$ cat src/rtl/decoder_pipe_if.sv
`default_nettype none
// ============================================================================
//  Module   : decoder_pipe_if
//  Brief    : Fetch-side and execute-side handshakes of the decoder pipe.
//  Revision : 1.0 - initial release
// ============================================================================
interface decoder_pipe_if #(
    parameter int TAG_W = 32
);
    logic             in_valid;
    logic             in_ready;
    logic [31:0]      in_instr;
    logic [TAG_W-1:0] in_tag;
    logic             out_valid;
    logic             out_ready;
    logic [5:0]       out_op;
    logic [4:0]       out_rd;
    logic [4:0]       out_rs1;
    logic [4:0]       out_rs2;
    logic [31:0]      out_imm;
    logic             out_illegal;
    logic [TAG_W-1:0] out_tag;

    modport master (
        output in_valid, in_instr, in_tag, out_ready,
        input  in_ready, out_valid, out_op, out_rd, out_rs1, out_rs2,
               out_imm, out_illegal, out_tag
    );

    modport slave (
        input  in_valid, in_instr, in_tag, out_ready,
        output in_ready, out_valid, out_op, out_rd, out_rs1, out_rs2,
               out_imm, out_illegal, out_tag
    );
endinterface
`default_nettype wire

$ cat src/rtl/decoder_pipe.sv
`default_nettype none
// ============================================================================
//  Module   : decoder_pipe
//  Brief    : RV32I(+M) instruction decoder feeding a DEPTH-entry output FIFO.
//  Revision : 1.0 - initial release
// ============================================================================
module decoder_pipe #(
    parameter int DEPTH    = 2,
    parameter int TAG_W    = 32,
    parameter int ENABLE_M = 1
) (
    input  logic          clk,
    input  logic          rst,
    input  logic          flush,
    decoder_pipe_if.slave bus
);
    localparam int                 c_PTR_W = (DEPTH > 1) ? $clog2(DEPTH) : 1;
    localparam logic [c_PTR_W:0]   c_FULL  = (c_PTR_W + 1)'(DEPTH);

    localparam logic [6:0] c_OPC_LUI    = 7'b0110111;
    localparam logic [6:0] c_OPC_AUIPC  = 7'b0010111;
    localparam logic [6:0] c_OPC_JAL    = 7'b1101111;
    localparam logic [6:0] c_OPC_JALR   = 7'b1100111;
    localparam logic [6:0] c_OPC_BRANCH = 7'b1100011;
    localparam logic [6:0] c_OPC_LOAD   = 7'b0000011;
    localparam logic [6:0] c_OPC_STORE  = 7'b0100011;
    localparam logic [6:0] c_OPC_OPIMM  = 7'b0010011;
    localparam logic [6:0] c_OPC_OP     = 7'b0110011;

    localparam logic [2:0] c_FMT_R  = 3'd0;
    localparam logic [2:0] c_FMT_I  = 3'd1;
    localparam logic [2:0] c_FMT_SH = 3'd2;
    localparam logic [2:0] c_FMT_S  = 3'd3;
    localparam logic [2:0] c_FMT_B  = 3'd4;
    localparam logic [2:0] c_FMT_U  = 3'd5;
    localparam logic [2:0] c_FMT_J  = 3'd6;

    typedef struct packed {
        logic [5:0]       op;
        logic [4:0]       rd;
        logic [4:0]       rs1;
        logic [4:0]       rs2;
        logic [31:0]      imm;
        logic             illegal;
        logic [TAG_W-1:0] tag;
    } entry_t;

    logic [31:0]      w_instr;
    logic [6:0]       w_opc;
    logic [2:0]       w_f3;
    logic [6:0]       w_f7;
    logic [5:0]       w_op;
    logic [2:0]       w_fmt;
    logic [31:0]      w_imm_i, w_imm_s, w_imm_b, w_imm_u, w_imm_j, w_imm_sh;
    entry_t           w_entry;
    entry_t           w_head;
    logic             w_ready, w_valid, w_push, w_pop;

    entry_t           r_mem [DEPTH];
    logic [c_PTR_W-1:0] r_wr_ptr;
    logic [c_PTR_W-1:0] r_rd_ptr;
    logic [c_PTR_W:0]   r_count;

    assign w_instr  = bus.in_instr;
    assign w_opc    = w_instr[6:0];
    assign w_f3     = w_instr[14:12];
    assign w_f7     = w_instr[31:25];

    assign w_imm_i  = {{20{w_instr[31]}}, w_instr[31:20]};
    assign w_imm_s  = {{20{w_instr[31]}}, w_instr[31:25], w_instr[11:7]};
    assign w_imm_b  = {{19{w_instr[31]}}, w_instr[31], w_instr[7], w_instr[30:25], w_instr[11:8], 1'b0};
    assign w_imm_u  = {w_instr[31:12], 12'd0};
    assign w_imm_j  = {{11{w_instr[31]}}, w_instr[31], w_instr[19:12], w_instr[20], w_instr[30:21], 1'b0};
    assign w_imm_sh = {27'd0, w_instr[24:20]};

    // op index stays 0 unless every defined field matches exactly
    always_comb begin
        w_op  = 6'd0;
        w_fmt = c_FMT_R;
        case (w_opc)
            c_OPC_LUI:   begin w_fmt = c_FMT_U; w_op = 6'd1; end
            c_OPC_AUIPC: begin w_fmt = c_FMT_U; w_op = 6'd2; end
            c_OPC_JAL:   begin w_fmt = c_FMT_J; w_op = 6'd3; end
            c_OPC_JALR: begin
                w_fmt = c_FMT_I;
                if (w_f3 == 3'b000) w_op = 6'd4;
            end
            c_OPC_BRANCH: begin
                w_fmt = c_FMT_B;
                case (w_f3)
                    3'b000:  w_op = 6'd5;
                    3'b001:  w_op = 6'd6;
                    3'b100:  w_op = 6'd7;
                    3'b101:  w_op = 6'd8;
                    3'b110:  w_op = 6'd9;
                    3'b111:  w_op = 6'd10;
                    default: ;
                endcase
            end
            c_OPC_LOAD: begin
                w_fmt = c_FMT_I;
                case (w_f3)
                    3'b000:  w_op = 6'd11;
                    3'b001:  w_op = 6'd12;
                    3'b010:  w_op = 6'd13;
                    3'b100:  w_op = 6'd14;
                    3'b101:  w_op = 6'd15;
                    default: ;
                endcase
            end
            c_OPC_STORE: begin
                w_fmt = c_FMT_S;
                case (w_f3)
                    3'b000:  w_op = 6'd16;
                    3'b001:  w_op = 6'd17;
                    3'b010:  w_op = 6'd18;
                    default: ;
                endcase
            end
            c_OPC_OPIMM: begin
                w_fmt = c_FMT_I;
                case (w_f3)
                    3'b000: w_op = 6'd19;
                    3'b010: w_op = 6'd20;
                    3'b011: w_op = 6'd21;
                    3'b100: w_op = 6'd22;
                    3'b110: w_op = 6'd23;
                    3'b111: w_op = 6'd24;
                    3'b001: begin
                        w_fmt = c_FMT_SH;
                        if (w_f7 == 7'b0000000) w_op = 6'd25;
                    end
                    default: begin
                        w_fmt = c_FMT_SH;
                        if (w_f7 == 7'b0000000)      w_op = 6'd26;
                        else if (w_f7 == 7'b0100000) w_op = 6'd27;
                    end
                endcase
            end
            c_OPC_OP: begin
                w_fmt = c_FMT_R;
                if (w_f7 == 7'b0000000) begin
                    case (w_f3)
                        3'b000:  w_op = 6'd28;
                        3'b001:  w_op = 6'd30;
                        3'b010:  w_op = 6'd31;
                        3'b011:  w_op = 6'd32;
                        3'b100:  w_op = 6'd33;
                        3'b101:  w_op = 6'd34;
                        3'b110:  w_op = 6'd36;
                        default: w_op = 6'd37;
                    endcase
                end else if (w_f7 == 7'b0100000) begin
                    if (w_f3 == 3'b000)      w_op = 6'd29;
                    else if (w_f3 == 3'b101) w_op = 6'd35;
                end else if (w_f7 == 7'b0000001 && ENABLE_M != 0) begin
                    w_op = 6'd38 + {3'd0, w_f3};
                end
            end
            default: ;
        endcase
    end

    always_comb begin
        w_entry         = '0;
        w_entry.tag     = bus.in_tag;
        w_entry.illegal = (w_op == 6'd0);
        if (w_op != 6'd0) begin
            w_entry.op = w_op;
            case (w_fmt)
                c_FMT_R:  begin w_entry.rd = w_instr[11:7]; w_entry.rs1 = w_instr[19:15]; w_entry.rs2 = w_instr[24:20]; end
                c_FMT_I:  begin w_entry.rd = w_instr[11:7]; w_entry.rs1 = w_instr[19:15]; w_entry.imm = w_imm_i; end
                c_FMT_SH: begin w_entry.rd = w_instr[11:7]; w_entry.rs1 = w_instr[19:15]; w_entry.imm = w_imm_sh; end
                c_FMT_S:  begin w_entry.rs1 = w_instr[19:15]; w_entry.rs2 = w_instr[24:20]; w_entry.imm = w_imm_s; end
                c_FMT_B:  begin w_entry.rs1 = w_instr[19:15]; w_entry.rs2 = w_instr[24:20]; w_entry.imm = w_imm_b; end
                c_FMT_U:  begin w_entry.rd = w_instr[11:7]; w_entry.imm = w_imm_u; end
                c_FMT_J:  begin w_entry.rd = w_instr[11:7]; w_entry.imm = w_imm_j; end
                default:  ;
            endcase
        end
    end

    // in_ready deliberately ignores a same-cycle pop
    assign w_ready = (r_count != c_FULL);
    assign w_valid = (r_count != '0);
    assign w_push  = bus.in_valid && w_ready && !flush;
    assign w_pop   = w_valid && bus.out_ready && !flush;

    always_ff @(posedge clk or posedge rst) begin
        if (rst) begin
            r_wr_ptr <= '0;
            r_rd_ptr <= '0;
            r_count  <= '0;
            for (int i = 0; i < DEPTH; i++) r_mem[i] <= '0;
        end else if (flush) begin
            r_wr_ptr <= '0;
            r_rd_ptr <= '0;
            r_count  <= '0;
        end else begin
            if (w_push) begin
                r_mem[r_wr_ptr] <= w_entry;
                r_wr_ptr        <= r_wr_ptr + 1'b1;
            end
            if (w_pop) r_rd_ptr <= r_rd_ptr + 1'b1;
            case ({w_push, w_pop})
                2'b10:   r_count <= r_count + 1'b1;
                2'b01:   r_count <= r_count - 1'b1;
                default: ;
            endcase
        end
    end

    assign w_head          = r_mem[r_rd_ptr];
    assign bus.in_ready    = w_ready;
    assign bus.out_valid   = w_valid;
    assign bus.out_op      = w_head.op;
    assign bus.out_rd      = w_head.rd;
    assign bus.out_rs1     = w_head.rs1;
    assign bus.out_rs2     = w_head.rs2;
    assign bus.out_imm     = w_head.imm;
    assign bus.out_illegal = w_head.illegal;
    assign bus.out_tag     = w_head.tag;
endmodule
`default_nettype wire

$ cat src/flat_wrapper.sv
// flat-port wrapper written by rule: the top's interface ports become plain ports
module decoder_pipe_flat 
#(
    parameter int DEPTH    = 2,
    parameter int TAG_W    = 32,
    parameter int ENABLE_M = 1
)
  (clk, rst, flush, bus_in_valid, bus_in_instr, bus_in_tag, bus_out_ready, bus_in_ready, bus_out_valid, bus_out_op, bus_out_rd, bus_out_rs1, bus_out_rs2, bus_out_imm, bus_out_illegal, bus_out_tag);
  decoder_pipe_if #(.TAG_W(TAG_W)) bus_i ();
  input  logic clk;
  input  logic rst;
  input  logic flush;
  input wire logic [$bits(bus_i.in_valid)-1:0] bus_in_valid;
  input wire logic [$bits(bus_i.in_instr)-1:0] bus_in_instr;
  input wire logic [$bits(bus_i.in_tag)-1:0] bus_in_tag;
  input wire logic [$bits(bus_i.out_ready)-1:0] bus_out_ready;
  output wire logic [$bits(bus_i.in_ready)-1:0] bus_in_ready;
  output wire logic [$bits(bus_i.out_valid)-1:0] bus_out_valid;
  output wire logic [$bits(bus_i.out_op)-1:0] bus_out_op;
  output wire logic [$bits(bus_i.out_rd)-1:0] bus_out_rd;
  output wire logic [$bits(bus_i.out_rs1)-1:0] bus_out_rs1;
  output wire logic [$bits(bus_i.out_rs2)-1:0] bus_out_rs2;
  output wire logic [$bits(bus_i.out_imm)-1:0] bus_out_imm;
  output wire logic [$bits(bus_i.out_illegal)-1:0] bus_out_illegal;
  output wire logic [$bits(bus_i.out_tag)-1:0] bus_out_tag;
  assign bus_i.in_valid = bus_in_valid;
  assign bus_i.in_instr = bus_in_instr;
  assign bus_i.in_tag = bus_in_tag;
  assign bus_i.out_ready = bus_out_ready;
  assign bus_in_ready = bus_i.in_ready;
  assign bus_out_valid = bus_i.out_valid;
  assign bus_out_op = bus_i.out_op;
  assign bus_out_rd = bus_i.out_rd;
  assign bus_out_rs1 = bus_i.out_rs1;
  assign bus_out_rs2 = bus_i.out_rs2;
  assign bus_out_imm = bus_i.out_imm;
  assign bus_out_illegal = bus_i.out_illegal;
  assign bus_out_tag = bus_i.out_tag;
  decoder_pipe #(.DEPTH(DEPTH), .TAG_W(TAG_W), .ENABLE_M(ENABLE_M)) u_core (.clk(clk), .rst(rst), .flush(flush), .bus(bus_i));
endmodule
$ cat config.mk
export PLATFORM = sky130hd
export DESIGN_NAME = decoder_pipe_flat
export DESIGN_NICKNAME = d
export VERILOG_FILES = /design/src/rtl/decoder_pipe_if.sv /design/src/rtl/decoder_pipe.sv /design/src/flat_wrapper.sv
export SDC_FILE = /design/constraint.sdc
export NUM_CORES = 1
export LEC_CHECK = 0
export CORE_ASPECT_RATIO = 0.7
export CORE_UTILIZATION = 50
export CTS_CLUSTER_DIAMETER = 120
export DETAILED_ROUTE_END_ITERATION = 12
export PLACE_DENSITY_LB_ADDON = 0.3
export SLEW_MARGIN = 20
export SYNTH_ARGS = -nofsm -noshare
export SYNTH_HDL_FRONTEND = slang
export SYNTH_SLANG_ARGS = --single-unit
$ cat constraint.sdc
create_clock -name clk -period 7.25 [get_ports clk]
set_input_delay 1.0875 -clock clk [delete_from_list [all_inputs] [get_ports clk]]
set_output_delay 1.0875 -clock clk [all_outputs]
set_load 0.1 [all_outputs]
# == Word level (Yosys, flattened, before mapping) ==
# Cells that the tools add are included.
# word_totals
regBits,176
in_bits,69
out_inout_bits,88
word_cells,111
# classes
addsub,5
order_cmp,3
n_eq_ne,27
mux,34
n_bitwise,3
reduce_logical,22
# ops
cell,count
86-bit 2-to-1 mux,4
32-bit case mux with 6 select lines,1
172-bit bitwise mux,1
86-bit demux with 1-bit select,1
6-bit case mux with 7 select lines,2
6-bit case mux with 9 select lines,1
53-bit 2-to-1 mux,1
6-bit 2-to-1 mux,6
"7-bit by 6-bit == test with 1-bit output, second input constant",4
5-bit 2-to-1 mux,5
4-bit case mux with 6 select lines,1
"3-bit == test, second input constant",7
"7-bit == test, second input constant",3
4-bit case mux with 5 select lines,1
3-bit case mux with 6 select lines,1
5-bit case mux with 3 select lines,1
"7-bit by 5-bit == test with 1-bit output, second input constant",2
"3-bit by 2-bit == test with 1-bit output, second input constant",4
5-bit OR reduction,2
"7-bit by 1-bit == test with 1-bit output, second input constant",1
"7-bit by 2-bit == test with 1-bit output, second input constant",1
7-bit zero test,1
"6-bit by 3-bit adder with 6-bit output, first input constant",1
"3-bit by 1-bit == test with 1-bit output, second input constant",2
25 further kinds,40

# == Logic depth before layout (Yosys ltp) ==
# logic_depth
word_depth,9
mapped_depth,11
ltp_nobuf,8

# == Worst setup path before layout ==
# OpenSTA, ideal clock, no wires.
# synth_timing
path_type,input-to-reg
start,in bus_in_instr[14]
end,reg u_core.r_mem[135] in the netlist's numbering
setup_ns,0.123
arrival_ns,3.178
t_required_ns,7.127
setup_slack_ns,3.949
path_stages,11
path_buffers,3
path_cell_list,clkbuf_1 > clkbuf_1 > inv_1 > ha_1 > o21ai_0 > o2111ai_1 > nand4_1 > or2_2 > o21ai_4 > buf_6 > o21ai_2
# synth_between
elab_chain_len,9
word_cells_on_any_way,34
classes_between,add/sub: 1; eq/ne: 13; mux: 17; reduce/logical: 3
# synth_lines
element,line_no,text
start: declaration,flat_wrapper.sv:14,input wire logic [$bits(bus_i.in_instr)-1:0] bus_in_instr;
branches (longest 7 deep; another with 6-bit by 3-bit adder with 6-bit output),-,
53-bit 2-to-1 mux (*),decoder_pipe.sv:168,if (w_op != 6'd0) begin
172-bit bitwise mux (*),decoder_pipe.sv:201,r_mem[r_wr_ptr] <= w_entry;
end signal: indexed assignment,decoder_pipe.sv:201,
end: declaration,decoder_pipe.sv:59,entry_t r_mem [DEPTH];
# Mark *: on every way between the ends.
# A chain may end at the register's enable or synchronous reset.

# == Worst setup path after layout ==
# layout_timing
start,in bus_in_instr[31]
end,reg u_core.r_mem[67] in the netlist's numbering
# layout_between
elab_chain_len,8
word_cells_on_any_way,14
classes_between,eq/ne: 2; mux: 10; reduce/logical: 2
# layout_lines
element,line_no,text
7-bit by 6-bit == test with 1-bit output or 7-bit by 1-bit == test with 1-bit output (tied branches),"decoder_pipe.sv:136, decoder_pipe.sv:153, decoder_pipe.sv:156",
5-bit 2-to-1 mux or 6-bit 2-to-1 mux (tied branches),"decoder_pipe.sv:136, decoder_pipe.sv:156",
"6-bit 2-to-1 mux, on equally long branches","decoder_pipe.sv:135, decoder_pipe.sv:153",
6-bit case mux with 7 select lines or 6-bit 2-to-1 mux (tied branches),"decoder_pipe.sv:122, decoder_pipe.sv:142",
6-bit case mux with 9 select lines (*),decoder_pipe.sv:80,case (w_opc)
6-bit nonzero test (*),decoder_pipe.sv:168,
53-bit 2-to-1 mux (*),decoder_pipe.sv:168,
172-bit bitwise mux (*),decoder_pipe.sv:201,
# Every way passes the cells marked *; elsewhere a longest branch is shown, timed or not.

==> flow_metrics.env <==
export IMPL_grt_ovfl_total=0
export IMPL_gp_congestion=0.9187
export IMPL_finalHoldViolations=0
export IMPL_hp_class="flop to flop"
export IMPL_wirelength_um=25190
export IMPL_seqPwrFrac_pct=39.3
export IMPL_gr_max_usage_layer="met1"
export IMPL_avgViaCountPerCell=5.714
export IMPL_drc=0
export IMPL_synthFlopType="dfrtp_1"
export IMPL_swShare_pct=36.95
export IMPL_crit_type="input port to flop"
export IMPL_die_h_um=113.8
export IMPL_cp_required_ns=7.49
export IMPL_start_util_pct=51.52
export IMPL_io_buffer_count=156
export IMPL_gr_usage_met2_pct=38.39
export IMPL_switching_power_uw=1083
export IMPL_cts_root_buf="clkbuf_16"
export IMPL_hpwl_um=16660
export IMPL_die_area_sq_um=18390
export IMPL_status="finished clean"
export IMPL_cts_clk_slew_worst_paths_ns=0.06
export IMPL_cts_made_buffers=17
export IMPL_synth_edf_count=0
export IMPL_grt_setup_unrepaired="false"
export IMPL_maxSlewHeadroom_pct=28.16
export IMPL_via_count=7662
export IMPL_nets=1168
export IMPL_multi_input_area_sq_um=4170
export IMPL_start_kind="input port"
export IMPL_place_area_sq_um=10520
export IMPL_fin_worst_skew_ns=0.008924
export IMPL_synth_top_cell_by_area="dfrtp_1"
export IMPL_antenna_found_initial=0
export IMPL_critPathMaxFanout=44
export IMPL_peakVddDrop_v=0.0001900
export IMPL_wl_per_cell_um=18.78
export IMPL_fin_area_sq_um=11120
export IMPL_io_pins=157
export IMPL_grt_start_max_net_pins=70
export IMPL_grtUsageMet3_pct=6.436
export IMPL_ant_nets=0
export IMPL_synth_seq_cells=176
export IMPL_synthArstFlopShare_pct=100.0
export IMPL_worstSetupEndpointType="flop"
export IMPL_fin_crit_ns=4.753
export IMPL_synth_cell_type_count=63
export IMPL_grt_usage_pct=28.15
export IMPL_drt_initial_drc_count=779
export IMPL_grt_pass1_vias=7265
export IMPL_cts_tree="yes"
export IMPL_syn2layout_area_growth_pct=24.70
export IMPL_die_w_um=161.7
export IMPL_tightestPinTransition_ns=1.074
export IMPL_clkPwrFrac_pct=31.6
export IMPL_dp_slack_ns=1.928
export IMPL_avgSynthCellArea_sq_um=9.039
export IMPL_core_sq_um=17320
export IMPL_cts_hold_buf=0
export IMPL_combPwrFrac_pct=29.1
export IMPL_setup_tns_ns=0
export IMPL_fill_cells=1430
export IMPL_yosys_warnings=0
export IMPL_p_int_uw=1848
export IMPL_gr_usage_met1_pct=44.55
export IMPL_grt_pass1_wl_um=40210
export IMPL_p_per_area_nw_per_um2=263.4
export IMPL_syn_nets=1057
export IMPL_cts_sinks=176
export IMPL_setup_viol_count_final=0
export IMPL_clk_latency_ns=0.42
export IMPL_max_cap_viol_count=0
export IMPL_firstDrtPassIters=7
export IMPL_postCtsResizedCells=0
export IMPL_fmax_mhz=210.4
export IMPL_synth_top_cell_area_share_pct=49.37
export IMPL_yosysSeqAreaShare_pct=49.37
export IMPL_ff_latch_area_sq_um=4408
export IMPL_power_leakage_uw=0.004882
export IMPL_syn_inst=987
export IMPL_cp_arrival_ns=5.00
export IMPL_synth_area_sq_um=8921
export IMPL_synthTopCellsByArea="dfrtp_1, nand2_1, mux2_2, o21ai_0, clkbuf_1"
export IMPL_cts_htree_levels=4
export IMPL_fin_crit_sh_pct=65.57
export IMPL_clockBufferDepth=2
export IMPL_post_cts_setup_buffer_count=0
export IMPL_drive_gt1_share_pct=14.50
export IMPL_diodes=0
export IMPL_slew_viol_final=0
export IMPL_num_rows=40
export IMPL_setup_slack_ns=2.497
synth_stat cells, types with 4 or more instances:
library cell	count
a21oi_1	10
a22oi_1	24
a31oi_1	4
and3_1	4
buf_1	4
buf_2	8
buf_6	8
clkbuf_1	54
dfrtp_1	176
inv_1	6
mux2_2	86
nand2_1	333
nand2b_1	6
nand3_1	37
nand3b_1	4
nand4_1	6
nor2_1	31
nor3_1	4
nor4_1	5
o21ai_0	82
o21ai_1	17
o21ai_2	10
o31ai_1	4
or2_2	4
worst max-delay path: stages:
cell             delay [ns]
clkdlybuf4s50_1        0.83
nor4_2                 0.71
nand3b_1               0.25
o2111ai_1              0.36
nand4_1                0.31
or2_2                  0.48
nor2_4                 0.70
o21ai_0                0.27
power groups by stage:
stage / clock network (uW) / logic [uW] / registers, uW
after detailed placement: 0 / 849 / 1170
final: 926 / 853 / 1150
after CTS: 938 / 853 / 1150
after floorplan: 0 / 674 / 1150
after global placement: 0 / 843 / 1160
after global routing: 976 / 897 / 1170
logic make-up (layout without fill, tap and decap cells):
logic type,Yosys count,in the layout,share of synthesized area [%]
multiplexers,86,86,10.86
adder cells (fa/ha/maj),1,1,0.1402
XOR/XNOR,2,2,0.1964
buffers and inverters,80,203,4.151
AND/OR/NAND/NOR,455,455,21.84
flip-flops,176,176,49.37
AO/OA/AOI/OAI,187,187,13.45
registers in the layout, summed over array words and instances, names as in the netlist:
signal / cells
u_core.r_rd_ptr: 1
u_core.r_count: 2
u_core.r_wr_ptr: 1
u_core.r_mem: 172
routing by layer:
metal | share of wire (%) | vias up
met4 | 1.2 | 0
met3 | 8.8 | 19
met2 | 41 | 335
met1 | 49 | 3719
met5 | 0 | -
li1 | - | 3589
layout make-up:
class                      instances  share of cell area [%]
tap                              231                   2.598
timing repair buffer             166                   14.71
clock buffer                      18                   3.948
sequential                       176                   39.62
multi-input combinational        731                   37.49
clock inverter                    13                   1.383
inverter                           6                  0.2474
cell usage in the layout (no fill, tap or decap), types with 17 or more instances in the layout:
| cell | netlist | final |
|---|---|---|
| nand3_1 | 37 | 37 |
| mux2_2 | 86 | 86 |
| nand2_1 | 333 | 332 |
| o21ai_1 | 17 | 17 |
| clkdlybuf4s50_1 | 0 | 156 |
| o21ai_0 | 82 | 82 |
| nor2_1 | 31 | 31 |
| clkbuf_16 | 0 | 17 |
| a22oi_1 | 24 | 24 |
| dfrtp_1 | 176 | 175 |
through the flow:
| stage | total power (uW) | cells | util (%) | hold slack [ns] |
|---|---|---|---|---|
| 2_1_floorplan | 1820 | 987 | - | 0.4376 |
| 6_report | 2930 | 1341 | 64.24 | 0.4725 |
| 3_5_place_dp | 2017 | 1310 | 60.77 | 0.4564 |
| 3_3_place_gp | 2005 | 1310 | 60.77 | 0.4514 |
| 4_1_cts | 2942 | 1341 | 64.20 | 0.4750 |
| 5_1_grt | 3040 | 1341 | 64.24 | 0.4893 |
path summary, 6_finish.rpt:
kind | start | end | slack [ns] | depth (start not counted)
setup reg to reg | u_core.r_count[0]$_DFFE_PP0P_ | u_core.r_mem[47]$_DFFE_PP0P_ | 4.29 | 8
setup / recovery | bus_in_instr[31] | u_core.r_mem[67]$_DFFE_PP0P_ | 2.50 | 8
hold reg to reg | u_core.r_mem[18]$_DFFE_PP0P_ | u_core.r_mem[18]$_DFFE_PP0P_ | 0.47 | 2
hold / removal | u_core.r_mem[18]$_DFFE_PP0P_ | u_core.r_mem[18]$_DFFE_PP0P_ | 0.47 | 2
max in group asynchronous | rst | u_core.r_rd_ptr$_DFFE_PP0P_ | 4.74 | 3
min in group asynchronous | rst | u_core.r_mem[99]$_DFFE_PP0P_ | 1.14 | 2
No activity file was read; power rests on OpenSTA's default activity.
